**config.mk**
```make
export PLATFORM = sky130hd
export DESIGN_NAME = mpc_pipe_flat
export DESIGN_NICKNAME = d
export VERILOG_FILES = /design/src/rtl/mpc_pipe_if.sv /design/src/rtl/mpc_pipe.sv /design/src/flat_wrapper.sv
export SDC_FILE = /design/constraint.sdc
export NUM_CORES = 1
export LEC_CHECK = 0
export BUFFER_PORTS_ARGS = -buffer_cell sky130_fd_sc_hd__buf_2
export CORE_MARGIN = 8
export CORE_UTILIZATION = 45
export DETAILED_ROUTE_END_ITERATION = 7
export GPL_ROUTABILITY_DRIVEN = 0
export HOLD_SLACK_MARGIN = 0.1
export PLACE_DENSITY = 0.65
export REMOVE_ABC_BUFFERS = 1
export SYNTH_ARGS = -nofsm -noshare
export SYNTH_HDL_FRONTEND = slang
export SYNTH_SLANG_ARGS = --single-unit
```
**constraint.sdc**
```tcl
create_clock -name clk -period 2.95 [get_ports clk]
set_clock_uncertainty 0.15 [all_clocks]
set_input_delay 0.59 -clock clk [delete_from_list [all_inputs] [get_ports clk]]
set_output_delay 0.59 -clock clk [all_outputs]
set_load 0.005 [all_outputs]
```
**src/rtl/mpc_pipe_if.sv**
```systemverilog
// Instruction/result handshake bundle for mpc_pipe.
// The master drives instructions and consumes results; the slave is the execution block.
interface mpc_pipe_if #(
  parameter int WIDTH = 8
);
  localparam int IW = 3 + 2*WIDTH;

  logic [IW-1:0]      instr;
  logic               in_valid;
  logic               in_ready;
  logic [2*WIDTH-1:0] out;
  logic               out_valid;
  logic               out_ready;
  logic               busy;

  modport master (
    output instr, in_valid, out_ready,
    input  in_ready, out, out_valid, busy
  );

  modport slave (
    input  instr, in_valid, out_ready,
    output in_ready, out, out_valid, busy
  );
endinterface

```
**src/rtl/mpc_pipe.sv**
```systemverilog
// Multi-cycle ALU: single-cycle logic/arith ops and a WIDTH-step shift-add multiplier,
// with a valid/ready handshake on both the instruction and result sides.
module mpc_pipe #(
  parameter int WIDTH = 8
) (
  input  logic       clk,
  input  logic       rst_n,
  mpc_pipe_if.slave  bus
);
  localparam int SW = (WIDTH > 1) ? $clog2(WIDTH) : 1;
  localparam int CW = $clog2(WIDTH + 1);
  localparam logic [CW-1:0] LAST = CW'(WIDTH - 1);

  localparam logic [1:0] S_IDLE = 2'd0;
  localparam logic [1:0] S_MUL  = 2'd1;
  localparam logic [1:0] S_DONE = 2'd2;

  localparam logic [2:0] OP_ADD = 3'b000;
  localparam logic [2:0] OP_SUB = 3'b001;
  localparam logic [2:0] OP_AND = 3'b010;
  localparam logic [2:0] OP_OR  = 3'b011;
  localparam logic [2:0] OP_XOR = 3'b100;
  localparam logic [2:0] OP_MUL = 3'b101;
  localparam logic [2:0] OP_SHL = 3'b110;
  localparam logic [2:0] OP_SHR = 3'b111;

  logic [1:0]         state;
  logic [2:0]         op;
  logic [WIDTH-1:0]   a, b;
  logic [2*WIDTH-1:0] out_q, acc, mcand, step_sum;
  logic [WIDTH-1:0]   mplier;
  logic [CW-1:0]      cnt;
  logic               out_valid_q;
  logic               take_mul;

  assign {op, a, b} = bus.instr;

  // Single-cycle ops; every bit above the op's natural width stays zero.
  function automatic logic [2*WIDTH-1:0] alu(input logic [2:0] opc,
                                             input logic [WIDTH-1:0] x,
                                             input logic [WIDTH-1:0] y);
    logic [2*WIDTH-1:0] r;
    logic [SW-1:0]      sh;
    r  = '0;
    sh = y[SW-1:0];
    case (opc)
      OP_ADD:  r[WIDTH:0]   = {1'b0, x} + {1'b0, y};
      OP_SUB:  r[WIDTH:0]   = {1'b0, x} - {1'b0, y};
      OP_AND:  r[WIDTH-1:0] = x & y;
      OP_OR:   r[WIDTH-1:0] = x | y;
      OP_XOR:  r[WIDTH-1:0] = x ^ y;
      OP_SHL:  r[WIDTH-1:0] = x << sh;
      OP_SHR:  r[WIDTH-1:0] = x >> sh;
      default: r = '0;
    endcase
    return r;
  endfunction

  assign take_mul = (state == S_IDLE) && bus.in_valid && (op == OP_MUL);
  assign step_sum = acc + (mplier[0] ? mcand : '0);

  always_ff @(posedge clk or negedge rst_n) begin
    if (!rst_n) begin
      state       <= S_IDLE;
      out_q       <= '0;
      out_valid_q <= 1'b0;
      acc         <= '0;
      cnt         <= '0;
    end else begin
      case (state)
        S_IDLE: begin
          if (bus.in_valid) begin
            if (op == OP_MUL) begin
              acc   <= '0;
              cnt   <= '0;
              state <= S_MUL;
            end else begin
              out_q       <= alu(op, a, b);
              out_valid_q <= 1'b1;
              state       <= S_DONE;
            end
          end
        end
        // One partial product per cycle; always WIDTH steps, even for trivial operands.
        S_MUL: begin
          acc <= step_sum;
          cnt <= cnt + 1'b1;
          if (cnt == LAST) begin
            out_q       <= step_sum;
            out_valid_q <= 1'b1;
            state       <= S_DONE;
          end
        end
        S_DONE: begin
          if (bus.out_ready) begin
            out_valid_q <= 1'b0;
            state       <= S_IDLE;
          end
        end
        default: state <= S_IDLE;
      endcase
    end
  end

  // Operand shift registers need no reset: they are loaded on every MUL accept.
  always_ff @(posedge clk) begin
    if (take_mul) begin
      mcand  <= {{WIDTH{1'b0}}, a};
      mplier <= b;
    end else if (state == S_MUL) begin
      mcand  <= mcand << 1;
      mplier <= mplier >> 1;
    end
  end

  assign bus.out       = out_q;
  assign bus.out_valid = out_valid_q;
  assign bus.in_ready  = (state == S_IDLE);
  assign bus.busy      = (state != S_IDLE);
endmodule

```
**src/flat_wrapper.sv**
```systemverilog
// flat-port wrapper written by rule: the top's interface ports become plain ports
module mpc_pipe_flat 
#(
  parameter int WIDTH = 8
)
  (clk, rst_n, bus_instr, bus_in_valid, bus_out_ready, bus_in_ready, bus_out, bus_out_valid, bus_busy);
  mpc_pipe_if #(.WIDTH(WIDTH)) bus_i ();
  input  logic clk;
  input  logic rst_n;
  input wire logic [$bits(bus_i.instr)-1:0] bus_instr;
  input wire logic [$bits(bus_i.in_valid)-1:0] bus_in_valid;
  input wire logic [$bits(bus_i.out_ready)-1:0] bus_out_ready;
  output wire logic [$bits(bus_i.in_ready)-1:0] bus_in_ready;
  output wire logic [$bits(bus_i.out)-1:0] bus_out;
  output wire logic [$bits(bus_i.out_valid)-1:0] bus_out_valid;
  output wire logic [$bits(bus_i.busy)-1:0] bus_busy;
  assign bus_i.instr = bus_instr;
  assign bus_i.in_valid = bus_in_valid;
  assign bus_i.out_ready = bus_out_ready;
  assign bus_in_ready = bus_i.in_ready;
  assign bus_out = bus_i.out;
  assign bus_out_valid = bus_i.out_valid;
  assign bus_busy = bus_i.busy;
  mpc_pipe #(.WIDTH(WIDTH)) u_core (.clk(clk), .rst_n(rst_n), .bus(bus_i));
endmodule
```
==> flow_metrics.env <==
export IMPL_end_kind="flip-flop"
export IMPL_setup_viol=0
export IMPL_worstPathArrival_ns=2.85
export IMPL_cts_buffers=9
export IMPL_swShare_pct=37.0
export IMPL_yosysUniqueCellTypes=54
export IMPL_clk_pin_slew_ns=0.07
export IMPL_rows=38
export IMPL_antennaDiodeCount=0
export IMPL_hold_violations=0
export IMPL_drc=0
export IMPL_pre_cts_slack_ns=-0.0176
export IMPL_yosysSeqAreaShare_pct=32.8
export IMPL_grt_ovfl_total=0
export IMPL_synth_area_leaders="dfrtp_1 20%, ha_1 11%, edfxtp_1 9.7%, nand2_1 5.0%, o21ai_0 5.0%"
export IMPL_worst_slack_ns=0.153
export IMPL_die_area_mm2=0.0146
export IMPL_via_per_inst=5.88
export IMPL_hold_class="in -> async"
export IMPL_ios=42
export IMPL_start_util_pct=45.9
export IMPL_htree_levels=3
export IMPL_period_share_pct=94.8
export IMPL_hold_buffers=0
export IMPL_worstPathCellList="buf_4 -> buf_4 -> and2_1 -> ha_1 -> a211oi_2 -> o21bai_1 -> a21o_1 -> a21o_1 -> a21oi_1 -> xor2_1 -> a211oi_1"
export IMPL_p_leak_nw=2.72
export IMPL_die_w_um=121
export IMPL_wl_per_cell_um=17.4
export IMPL_post_dp_cell_area_mm2=0.00548
export IMPL_fin_crit_ns=2.80
export IMPL_maxSlewHeadroom_pct=41.7
export IMPL_synth_warnings=0
export IMPL_dp_hpwl_mm=10.5
export IMPL_netlist_area_mm2=0.00493
export IMPL_fmax_mhz=358
export IMPL_clk_latency_ns=0.35
export IMPL_ctsResizeCount=0
export IMPL_synth_top_area_cell="dfrtp_1"
export IMPL_post_route_util_pct=53.1
export IMPL_syn_avg_cell_area_um2=8.59
export IMPL_fill_cells=1022
export IMPL_core_mm2=0.0107
export IMPL_power_mw=3.54
export IMPL_firstDrtPassIters=5
export IMPL_worstMarginPinSlew_ns=0.874
export IMPL_critPathKind="reg -> reg"
export IMPL_status="finished, final reports clean"
export IMPL_internal_power_mw=2.23
export IMPL_syn_inst=574
export IMPL_drt_wl_total_mm=13.6
export IMPL_power_frac_seq_pct=37.8
export IMPL_cts_tree="yes"
export IMPL_die_height_um=121
export IMPL_p_sw_mw=1.31
export IMPL_slowest_stage="edfxtp_1"
export IMPL_grt_usage_pct=18.7
export IMPL_grt_pass1_wl_mm=21.8
export IMPL_via_count=4587
export IMPL_p_clk_share_pct=21.9
export IMPL_nets=703
export IMPL_antenna_found_initial=0
export IMPL_post_cts_buffers=0
export IMPL_p_comb_share_pct=40.4
export IMPL_first_global_vias=4498
export IMPL_worstSetupStartpointType="flip-flop"
export IMPL_async_flop_share_pct=61.9
export IMPL_cp_required_ns=3.00
export IMPL_grt_max_degree=40
export IMPL_ant_nets=0
export IMPL_clock_root_buffer="clkbuf_8"
export IMPL_cp_max_fo=9
export IMPL_worst_ir_drop_vdd_mv=0.416
export IMPL_synth_top_area_share_pct=19.8
export IMPL_rsz0062_at_grt="no"
export IMPL_synth_flop_cell="dfrtp_1"
export IMPL_cts_buffer_depth=2
export IMPL_drv_cap=0
export IMPL_area_delta_synth_final_pct=15.8
export IMPL_slew_viol_final=0
export IMPL_drtIter0Drc=350
export IMPL_synth_edf_count=16
export IMPL_synth_seq_cells=63
export IMPL_clock_sinks=63
export IMPL_drive_gt1_share_pct=16.4
export IMPL_final_area_mm2=0.00571
export IMPL_slowest_delay_ns=0.40
export IMPL_port_buffers=41
export IMPL_power_density_mw_per_mm2=621
through the flow:
stage	setup TNS [ns]	hold slack, ns	cells
after floorplan	0	0.144	545
after global placement	0	0.294	764
after detailed placement	-0.0176	0.297	764
after CTS	0	0.231	780
after global routing	0	0.287	780
final	0	0.210	780
cell type report:
type                    instances  area [um2]  area share [%]
flip-flops and latches         63        1620            28.3
multi-input cells             452        3110            54.5
clock inverters                 4        43.8           0.767
inverters                      30         113            1.97
clock buffers                  12         156            2.74
well taps                     140         175            3.07
repair buffers                 79         490            8.59
placed cells by master (no fill, tap or decap), types with 8 or more instances in the layout:
cell	instances
buf_2	41
ha_1	42
nor2_1	58
buf_4	38
xor2_1	9
nor3_1	11
a211oi_1	13
a21oi_1	41
nand3_1	10
and2_1	17
dfrtp_1	39
a21o_1	14
dfxtp_1	8
inv_1	29
o21ai_0	49
edfxtp_1	16
clkbuf_8	9
nand2_1	66
mux2i_1	9
xnor2_1	9
a22o_1	16
final timing paths:
kind	to	startpoint	cells after the start	slack [ns]
max in group asynchronous	u_core.acc[2]$_DFFE_PN0P_	rst_n	1	1.90
min reg2reg	u_core.mcand[15]$_SDFFE_PP0P_	u_core.mcand[15]$_SDFFE_PP0P_	2	0.31
max reg2reg	u_core.bus.out[8]$_DFFE_PN0P_	u_core.mplier[0]$_DFFE_PP_	11	0.15
min	u_core.bus.out[9]$_DFFE_PN0P_	rst_n	1	0.21
min in group clk	u_core.state[1]$_DFFE_PN0P_	bus_out_ready	2	0.28
max	u_core.bus.out[8]$_DFFE_PN0P_	u_core.mplier[0]$_DFFE_PP_	11	0.15
kinds of logic after synthesis:
family / Yosys count / share of synthesized area [%]
AOI/OAI and AO/OA: 182 / 24.1
xor gates and xnor gates: 19 / 3.38
adders and majority gates: 45 / 11.9
buffers and inverters: 59 / 4.70
DFF: 63 / 32.8
muxes: 18 / 6.09
and+or+nand+nor: 188 / 17.1
power groups by stage:
stage / Combinational (mW) / Clock [mW] / Sequential, mW
after floorplan: 0.934 / 0 / 1.31
after global placement: 1.36 / 0 / 1.34
after detailed placement: 1.40 / 0 / 1.35
after CTS: 1.41 / 0.785 / 1.34
after global routing: 1.59 / 0.817 / 1.37
final: 1.43 / 0.774 / 1.34
cells in the mapped netlist (all sizes together) (8+ instances only):
cell and instances:
a21o 14, nor3 11, and2 17, mux4 8, nor2 59, o21ai 50
a211oi 15, clkbuf 23, xor2 9, mux2i 9, inv 29, edfxtp 16
xnor2 10, dfrtp 39, dfxtp 8, a21oi 42, nand3 10, ha 42
a22o 16, nand2 66
flip-flops by register name (all words and copies together), names as in the netlist:
name / count
u_core.acc: 16
u_core.bus.out: 16
u_core.bus.out_valid: 1
u_core.cnt: 4
u_core.mcand: 16
u_core.mplier: 8
u_core.state: 2
layer usage:
| metal | vias up | wire (um) | global-route usage [%] |
|---|---|---|---|
| li1 | 2197 | - | - |
| met1 | 2183 | 5630 | 21.9 |
| met3 | 38 | 693 | 2.28 |
| met2 | 169 | 6670 | 32.2 |
| met4 | 0 | 602 | 11.2 |
| met5 | - | 0 | 0 |
critical path: cells and delay by family (launching register included):
| kind | cells | cell delay, ns |
|---|---|---|
| fa+ha+maj | 1 | 0.32 |
| compound gates | 6 | 1.11 |
| simple gates | 1 | 0.14 |
| buf+inv | 2 | 0.30 |
| xor+xnor | 1 | 0.25 |
| flops | 1 | 0.40 |
(Power assumes the default switching activity.)
